==> src/rtl/icache_refill_arbiter.sv <==
// I-cache refill arbiter: demand/prefetch miss arbitration, one TileLink Get outstanding,
// D-beat sequencing and install/discard decision when the block is flushed mid-refill.
module icache_refill_arbiter #(
  parameter int unsigned PADDR_BITS     = 32,
  parameter int unsigned BLOCK_OFF_BITS = 6,
  parameter int unsigned BEAT_BYTES     = 16
) (
  input  logic                  i_clock,
  input  logic                  i_reset,
  input  logic                  i_dmd_valid,
  output logic                  o_dmd_ready,
  input  logic [PADDR_BITS-1:0] i_dmd_addr,
  input  logic                  i_dmd_kill,
  input  logic                  i_pf_valid,
  output logic                  o_pf_ready,
  input  logic [PADDR_BITS-1:0] i_pf_addr,
  input  logic                  i_invalidate,
  output logic                  o_a_valid,
  input  logic                  i_a_ready,
  output logic [PADDR_BITS-1:0] o_a_address,
  input  logic                  i_d_valid,
  output logic                  o_d_ready,
  input  logic [2:0]            i_d_opcode,
  input  logic [3:0]            i_d_size,
  output logic                  o_refill_owner,
  output logic [PADDR_BITS-1:0] o_refill_addr,
  output logic                  o_beat_wen,
  output logic [1:0]            o_beat_cnt,
  output logic                  o_refill_done,
  output logic                  o_refill_install,
  output logic                  o_busy
);

  localparam int unsigned BeatLg = $clog2(BEAT_BYTES);

  typedef enum logic [1:0] {StIdle, StIssue, StRefill} state_e;

  state_e                r_state;
  logic [1:0]            r_cnt;
  logic                  r_inval;
  logic                  r_owner;
  logic [PADDR_BITS-1:0] r_addr;

  logic [PADDR_BITS-1:0] w_dmd_blk;
  logic [PADDR_BITS-1:0] w_pf_blk;
  logic [15:0]           w_beats_m1;
  logic                  w_last;
  logic                  w_dfire;

  assign w_dmd_blk = {i_dmd_addr[PADDR_BITS-1:BLOCK_OFF_BITS], {BLOCK_OFF_BITS{1'b0}}};
  assign w_pf_blk  = {i_pf_addr[PADDR_BITS-1:BLOCK_OFF_BITS], {BLOCK_OFF_BITS{1'b0}}};

  // Dataless responses and transfers no wider than one beat complete in a single beat.
  always_comb begin
    w_beats_m1 = '0;
    if (i_d_opcode[0] && (i_d_size >= 4'(BeatLg))) begin
      w_beats_m1 = (16'd1 << (i_d_size - 4'(BeatLg))) - 16'd1;
    end
  end

  assign w_last  = ({14'd0, r_cnt} == w_beats_m1);
  assign w_dfire = (r_state == StRefill) && i_d_valid;

  assign o_dmd_ready      = (r_state == StIdle);
  assign o_pf_ready       = (r_state == StIdle) && !i_dmd_valid;
  assign o_a_valid        = (r_state == StIssue);
  assign o_a_address      = r_addr;
  assign o_d_ready        = 1'b1;
  assign o_refill_owner   = r_owner;
  assign o_refill_addr    = r_addr;
  assign o_beat_cnt       = r_cnt;
  assign o_beat_wen       = w_dfire && i_d_opcode[0] && !r_inval;
  assign o_refill_done    = w_dfire && w_last;
  assign o_refill_install = o_refill_done && !r_inval && !i_invalidate;
  assign o_busy           = (r_state != StIdle);

  always_ff @(posedge i_clock or posedge i_reset) begin
    if (i_reset) begin
      r_state <= StIdle;
      r_cnt   <= 2'd0;
      r_inval <= 1'b0;
      r_owner <= 1'b0;
      r_addr  <= '0;
    end else begin
      case (r_state)
        StIdle: begin
          r_inval <= 1'b0;
          r_cnt   <= 2'd0;
          if (i_dmd_valid) begin
            r_state <= StIssue;
            r_owner <= 1'b0;
            r_addr  <= w_dmd_blk;
          end else if (i_pf_valid) begin
            r_state <= StIssue;
            r_owner <= 1'b1;
            r_addr  <= w_pf_blk;
          end
        end
        StIssue: begin
          if (i_invalidate) r_inval <= 1'b1;
          // A fire takes precedence over a same-cycle kill.
          if (i_a_ready) begin
            r_state <= StRefill;
          end else if (!r_owner && i_dmd_kill) begin
            r_state <= StIdle;
            r_inval <= 1'b0;
          end
        end
        StRefill: begin
          if (i_invalidate) r_inval <= 1'b1;
          if (i_d_valid) begin
            if (w_last) begin
              r_state <= StIdle;
              r_cnt   <= 2'd0;
              r_inval <= 1'b0;
            end else begin
              r_cnt <= r_cnt + 2'd1;
            end
          end
        end
        default: r_state <= StIdle;
      endcase
    end
  end

endmodule

==> config.mk <==
export PLATFORM = sky130hd
export DESIGN_NAME = icache_refill_arbiter
export DESIGN_NICKNAME = d
export VERILOG_FILES = /design/src/rtl/icache_refill_arbiter.sv
export SDC_FILE = /design/constraint.sdc
export NUM_CORES = 1
export LEC_CHECK = 0
export ABC_AREA = 1
export ABC_CLOCK_PERIOD_IN_PS = 4450
export BUFFER_PORTS_ARGS = -buffer_cell sky130_fd_sc_hd__buf_2
export CORE_MARGIN = 2
export CORE_UTILIZATION = 45
export CTS_CLUSTER_DIAMETER = 40
export DETAILED_ROUTE_END_ITERATION = 7
export HOLD_SLACK_MARGIN = 0.08
export PLACE_DENSITY_LB_ADDON = 0.12
export SYNTH_ARGS = -nofsm -noshare
export SYNTH_HDL_FRONTEND = slang
export SYNTH_SLANG_ARGS = --single-unit
==> constraint.sdc <==
create_clock -name i_clock -period 4.45 [get_ports i_clock]
set_clock_uncertainty 0.2 [all_clocks]
set_input_delay 0.89 -clock i_clock [delete_from_list [all_inputs] [get_ports i_clock]]
set_output_delay 0.89 -clock i_clock [all_outputs]
set_load 0.1 [all_outputs]
Word level (Yosys, flattened, before mapping)
Index checks and enable logic that the tools add are counted.
- register bits after elaboration: 38
- output and inout port bits: 75
- $add $sub $neg: 3
- $lt $le $gt $ge: 1
- eq/ne operators: 7
- shift operators: 1
- multiplexer cells: 21
- reductions and logical operators: 21
- operator list (cell ; count):
    32-bit two-way mux ; 2
    2-bit by 16-bit == test with 1-bit output ; 1
    16-bit two-way mux ; 1
    2-bit two-way mux ; 8
    1-bit by 4-bit << shifter with 16-bit output (first input constant) ; 1
    16-bit by 1-bit subtractor with 16-bit output (second input constant) ; 1
    1-bit logical AND ; 9
    1-bit two-way mux ; 7
    2-bit case mux with 3 select lines ; 1
    2-bit nonzero test ; 3
    4-bit by 3-bit >= comparator with 1-bit output (second input constant) ; 1
    1-bit zero test ; 4
    2-bit != test (second input constant) ; 2
    2-bit case mux with 2 select lines ; 1
    2-bit AND reduction ; 2
    4-bit AND reduction ; 1
    4-bit by 3-bit subtractor with 4-bit output (second input constant) ; 1
    3-bit by 1-bit != test with 1-bit output (second input constant) ; 1
    3-bit by 2-bit != test with 1-bit output (second input constant) ; 1
    1-bit case mux with 3 select lines ; 1
    3-bit nonzero test ; 1
    2-bit by 1-bit adder with 2-bit output (second input constant) ; 1
    2-bit by 1-bit == test with 1-bit output (second input constant) ; 1
    2-bit == test (second input constant) ; 1
    2-bit zero test ; 1

Logic depth before layout (Yosys ltp)
- depth after elaboration: 8
- mapped depth: 17
- mapped depth without buffers: 17

Least setup slack after synthesis
OpenSTA, ideal clock, no wires.
- path type: input to output
- start point: input i_d_size[2]
- end point: output o_refill_install
- data arrival time: 4.170 ns
- required time: 3.360 ns
- setup slack: -0.810 ns
- cell stages on the path: 13
- buffers on the path: 0
- cell sequence: inv_1 -> ha_1 -> nand2_1 -> inv_2 -> nand2_2 -> ha_1 -> inv_1 -> nand3_1 -> nand2_1 -> nand2_1 -> nor2_2 -> nand3_1 -> nor3_1
- cells in the longest elaborated chain, start to end: 8
- RTL lines (item ; RTL line ; text):
    start, declared ; 24 ; input logic [3:0] i_d_size,
    4-bit by 3-bit subtractor with 4-bit output ; 57 ; w_beats_m1 = (16'd1 << (i_d_size - 4'(BeatLg))) - 16'd1;
    1-bit by 4-bit << shifter with 16-bit output ; 57 ;
    16-bit by 1-bit subtractor with 16-bit output ; 57 ;
    16-bit two-way mux (*) ; 56 ; if (i_d_opcode[0] && (i_d_size >= 4'(BeatLg))) begin
    2-bit by 16-bit == test with 1-bit output (*) ; 61 ; assign w_last = ({14'd0, r_cnt} == w_beats_m1);
    1-bit logical AND (*) ; 73 ; assign o_refill_done = w_dfire && w_last;
    1-bit logical AND (*) (2 in a row) ; 74 ; assign o_refill_install = o_refill_done && !r_inval && !i_invalidate;
    end, declared ; 30 ; output logic o_refill_install,
Mark *: on every way between the ends. The rest lies on a longest branch, timed or not.

Worst setup path in the final report
Same ends and word-level chain as after synthesis.

==> reports/results.env <==
TRITONCTS='built'
AREA_DELTA_SYNTH_FINAL_PCT=23.60
ROWS=25
RUN_STATUS='completed'
CLOCK_PATH_BUFFERS=2
POST_CTS_BUFFERS=0
WORST_CASE_REG_TO_REG_PATH_DEPTH=6
WORST_PATH_MOST_REPEATED_CELL='sky130_fd_sc_hd__nand2_1'
POST_CTS_RESIZED=0
PORTBUFFERS=126
CRITPATHREQUIREDTIME_PS=3360
YS_WARN_COUNT=0
FINALWEIGHTEDCONGESTION=0.8205
GRT_PASS1_WL_UM=6989
DIE_HEIGHT_UM=73.50
FLOORPLAN.DIE_AREA_UM2=5402
CP_NUM_CELLS=16
TIMING.FINAL.SETUP_VIOLATIONS=0
HOLD_BUFFERS=0
KIND_OF_CRITICAL_PATH='input pin to output pin'
SLEW-LIMIT-HEADROOM=0.5304
POST-ROUTE-DRC-COUNT=0
DRV_SLEW=0
DIEWIDTH_UM=73.50
HOLDPATHSTAGES=2
PATH_MAX_FANOUT=4
HTREE_DEPTH=2
CRITPATHBUFINV=5
CP-START-KIND='input pin'
CPPEAKSTAGEDELAY_PS=440
CLKLATENCYLATEPIN_PS=270
MAXIMUM_NUMBER_OF_PINS_ON_ONE_NET_BEFORE_GLOBAL_ROUTE_REPAIR=56
FINAL-HOLD-VIOLATION-COUNT=0
WL_PER_CELL_UM=9.807
NUM_IO_PINS=154
HIGHEST_CLOCK_FREQUENCY_THE_DESIGN_CAN_MEET_GHz=0.2532
CLK_ROOT_BUFFER_CELL='sky130_fd_sc_hd__clkbuf_8'
FIRST_GLOBAL_VIAS=1693
GRT_OVERFLOW_TOTAL=0
CRITICAL_PATH.ENDPOINT_TYPE='output pin'
SYNTH_LARGEST_TYPE_AREA_FRACTION=0.3685
REG2REG_FROM='r_state[0]'
DESIGN.FINAL.NETS=488
DP_HPWL_UM=3489
MAXCAPVIOLCOUNT=0
CRIT_PATH_CELL_TRACE='buf_2 > inv_1 > ha_1 > nand2_1 > inv_2 > nand3_1 > ha_1 > inv_1 > nand3_1 > nand2_1 > nand2_1 > nand2_1 > nor2_2 > nand3_1 > nor3_2 > buf_2'
GRTUSAGETOTAL=0.1641
SYNTH_AREA_UM2=2173
LAYOUT_MIN_CYCLE_TIME_PS=3950
ANT_NETS=0
HOLD_START='o_a_address[31]'
SETUP-TNS-FINAL_PS=0
FINAL_MIN_PERIOD_OVER_CLOCK_PERIOD=0.8877
ANTENNA_VIOLATIONS_BEFORE_REPAIR=0
SYNTH.AVG_CELL_AREA_UM2=7.126
NUMBER_OF_DIODES_ADDED_FOR_ANTENNA_FIXING=0
VIAS_PER_CELL=4.362
CELL_ACCOUNTING_FOR_THE_MOST_SYNTHESIZED_AREA='sky130_fd_sc_hd__dfrtp_1'
RSZ0062_AT_GRT='false'
YS_SEQ_ELEMENTS=32
INITIAL_CORE_UTIL=0.4632
PATH_DELAY_FAMILY='buffers and inverters'
WORST_PATH_MAX_DELAY_CELL='sky130_fd_sc_hd__buf_2'
CP.ARRIVAL_PS=2860
WORST_HOLD_PATH_TYPE='flop to flop'
ROUTE.VIAS.TOTAL=1989
SYNTH.AREA.TOP_CELLS='sky130_fd_sc_hd__dfrtp_1 (37%), sky130_fd_sc_hd__buf_4 (14%), sky130_fd_sc_hd__nand2_1 (14%)'
DR.PASS1.ITERS=4
SEQUENTIAL_AREA_SHARE_AFTER_SYNTHESIS=0.3685
SYNTHCELLS=305
POSTROUTEWIRELENGTH_UM=4472
CLK_PIN_SLEW_WORST_PATHS_PS=60
FIRST_ITER_VIOLATIONS=46
DRIVE_GT1_FRAC=0.3657
NUMCLOCKSINKS=32
SYNTH_CELL_TYPE_COUNT=22
CTS-BUFFERS-INSERTED=5
TIMING_WORST_SLEW_PIN_VALUE_PS=703.4
CORE_AREA_UM2=4692
CRIT_PATH_START='i_d_size[2]'
[logic make-up (layout without fill, tap and decap cells)]
logic type / after synthesis / count (layout) / share of synthesized area
AO/OA/AOI/OAI: 58 / 58 / 0.1353
flip-flops: 32 / 32 / 0.3685
other: 2 / 13 / 0.003456
AND/OR/NAND/NOR: 107 / 107 / 0.2067
adder cells (fa/ha/maj): 8 / 8 / 0.04606
buffers and inverters: 98 / 184 / 0.2401
[placed cells by master (no fill, tap or decap)]
| cell | n |
|---|---|
| sky130_fd_sc_hd__nand3_1 | 8 |
| sky130_fd_sc_hd__nand4_1 | 3 |
| sky130_fd_sc_hd__inv_2 | 3 |
| sky130_fd_sc_hd__nand3_2 | 1 |
| sky130_fd_sc_hd__nor3b_1 | 1 |
| sky130_fd_sc_hd__nand2_1 | 80 |
| sky130_fd_sc_hd__conb_1 | 13 |
| sky130_fd_sc_hd__o21ai_0 | 55 |
| sky130_fd_sc_hd__nor2_2 | 2 |
| sky130_fd_sc_hd__ha_1 | 8 |
| sky130_fd_sc_hd__nand2_2 | 3 |
| sky130_fd_sc_hd__clkinv_2 | 2 |
| sky130_fd_sc_hd__nor3_1 | 1 |
| sky130_fd_sc_hd__buf_4 | 2 |
| sky130_fd_sc_hd__a32oi_1 | 1 |
| sky130_fd_sc_hd__nor3_2 | 1 |
| sky130_fd_sc_hd__buf_2 | 126 |
| sky130_fd_sc_hd__inv_1 | 45 |
| sky130_fd_sc_hd__nor2_4 | 1 |
| sky130_fd_sc_hd__o21ai_1 | 1 |
| sky130_fd_sc_hd__dfrtp_1 | 32 |
| sky130_fd_sc_hd__a21oi_1 | 1 |
| sky130_fd_sc_hd__clkbuf_8 | 6 |
| sky130_fd_sc_hd__nor2_1 | 6 |
[worst paths after layout]
path	slack, ps	endpoint
worst max-delay path	500	o_refill_install
worst min-delay path	300	o_a_address[31]
min in group asynchronous	490	o_a_address[26]
worst min register to register	300	o_a_address[31]
max in group asynchronous	3260	o_a_address[24]
worst max register to register	2450	o_a_address[20]
[layout make-up]
type                       count  area, um2
fill                         495       2006
multi-input combinational    186      899.6
sequential                    32      800.8
timing repair buffer         128      645.6
inverter                      48      180.2
clock buffer                   6      82.58
tap                           54      67.56
clock inverter                 2      10.01
[tightest hold or removal path, cell delays in order (launching register included)]
cell,delay (ps)
sky130_fd_sc_hd__dfrtp_1,360
sky130_fd_sc_hd__nand2_1,50
sky130_fd_sc_hd__o21ai_0,60
[Yosys cell counts (all sizes together)]
cell	instances
nor3	2
nand4	3
nand3	9
dfrtp	32
ha	8
nor3b	1
inv	48
clkbuf	7
o21ai	56
nor2	9
a32oi	1
nand2	83
conb	2
a21oi	1
buf	43
[layer usage]
layer,track usage,vias to the layer above,share of wire
met5,0,-,0
li1,-,1077,-
met4,0.04848,0,0.0078
met3,0.04664,5,0.077
met1,0.2045,834,0.43
met2,0.2758,73,0.49
[flip-flops by register name, indices dropped and copies added, names as in the netlist]
register        cells
o_beat_cnt          2
r_state             2
o_refill_owner      1
o_a_address        26
r_inval             1
[per-stage QoR]
stage / instance area (um2) / std cells / hold WS (ps) / util / setup WS [ps]
after floorplan: 2222 / 316 / 289.3 / - / 40.51
after global placement: 2594 / 448 / 282.3 / 0.5528 / 532.0
after detailed placement: 2594 / 448 / 296.5 / 0.5528 / 485.2
after CTS: 2686 / 456 / 312.3 / 0.5725 / 485.4
after global routing: 2686 / 456 / 337.2 / 0.5725 / 281.1
final: 2686 / 456 / 300.2 / 0.5725 / 499.9
Power is left out: the tool's default activity adds up to more than one toggle a clock period on the data nets, which glitch-free logic cannot reach.
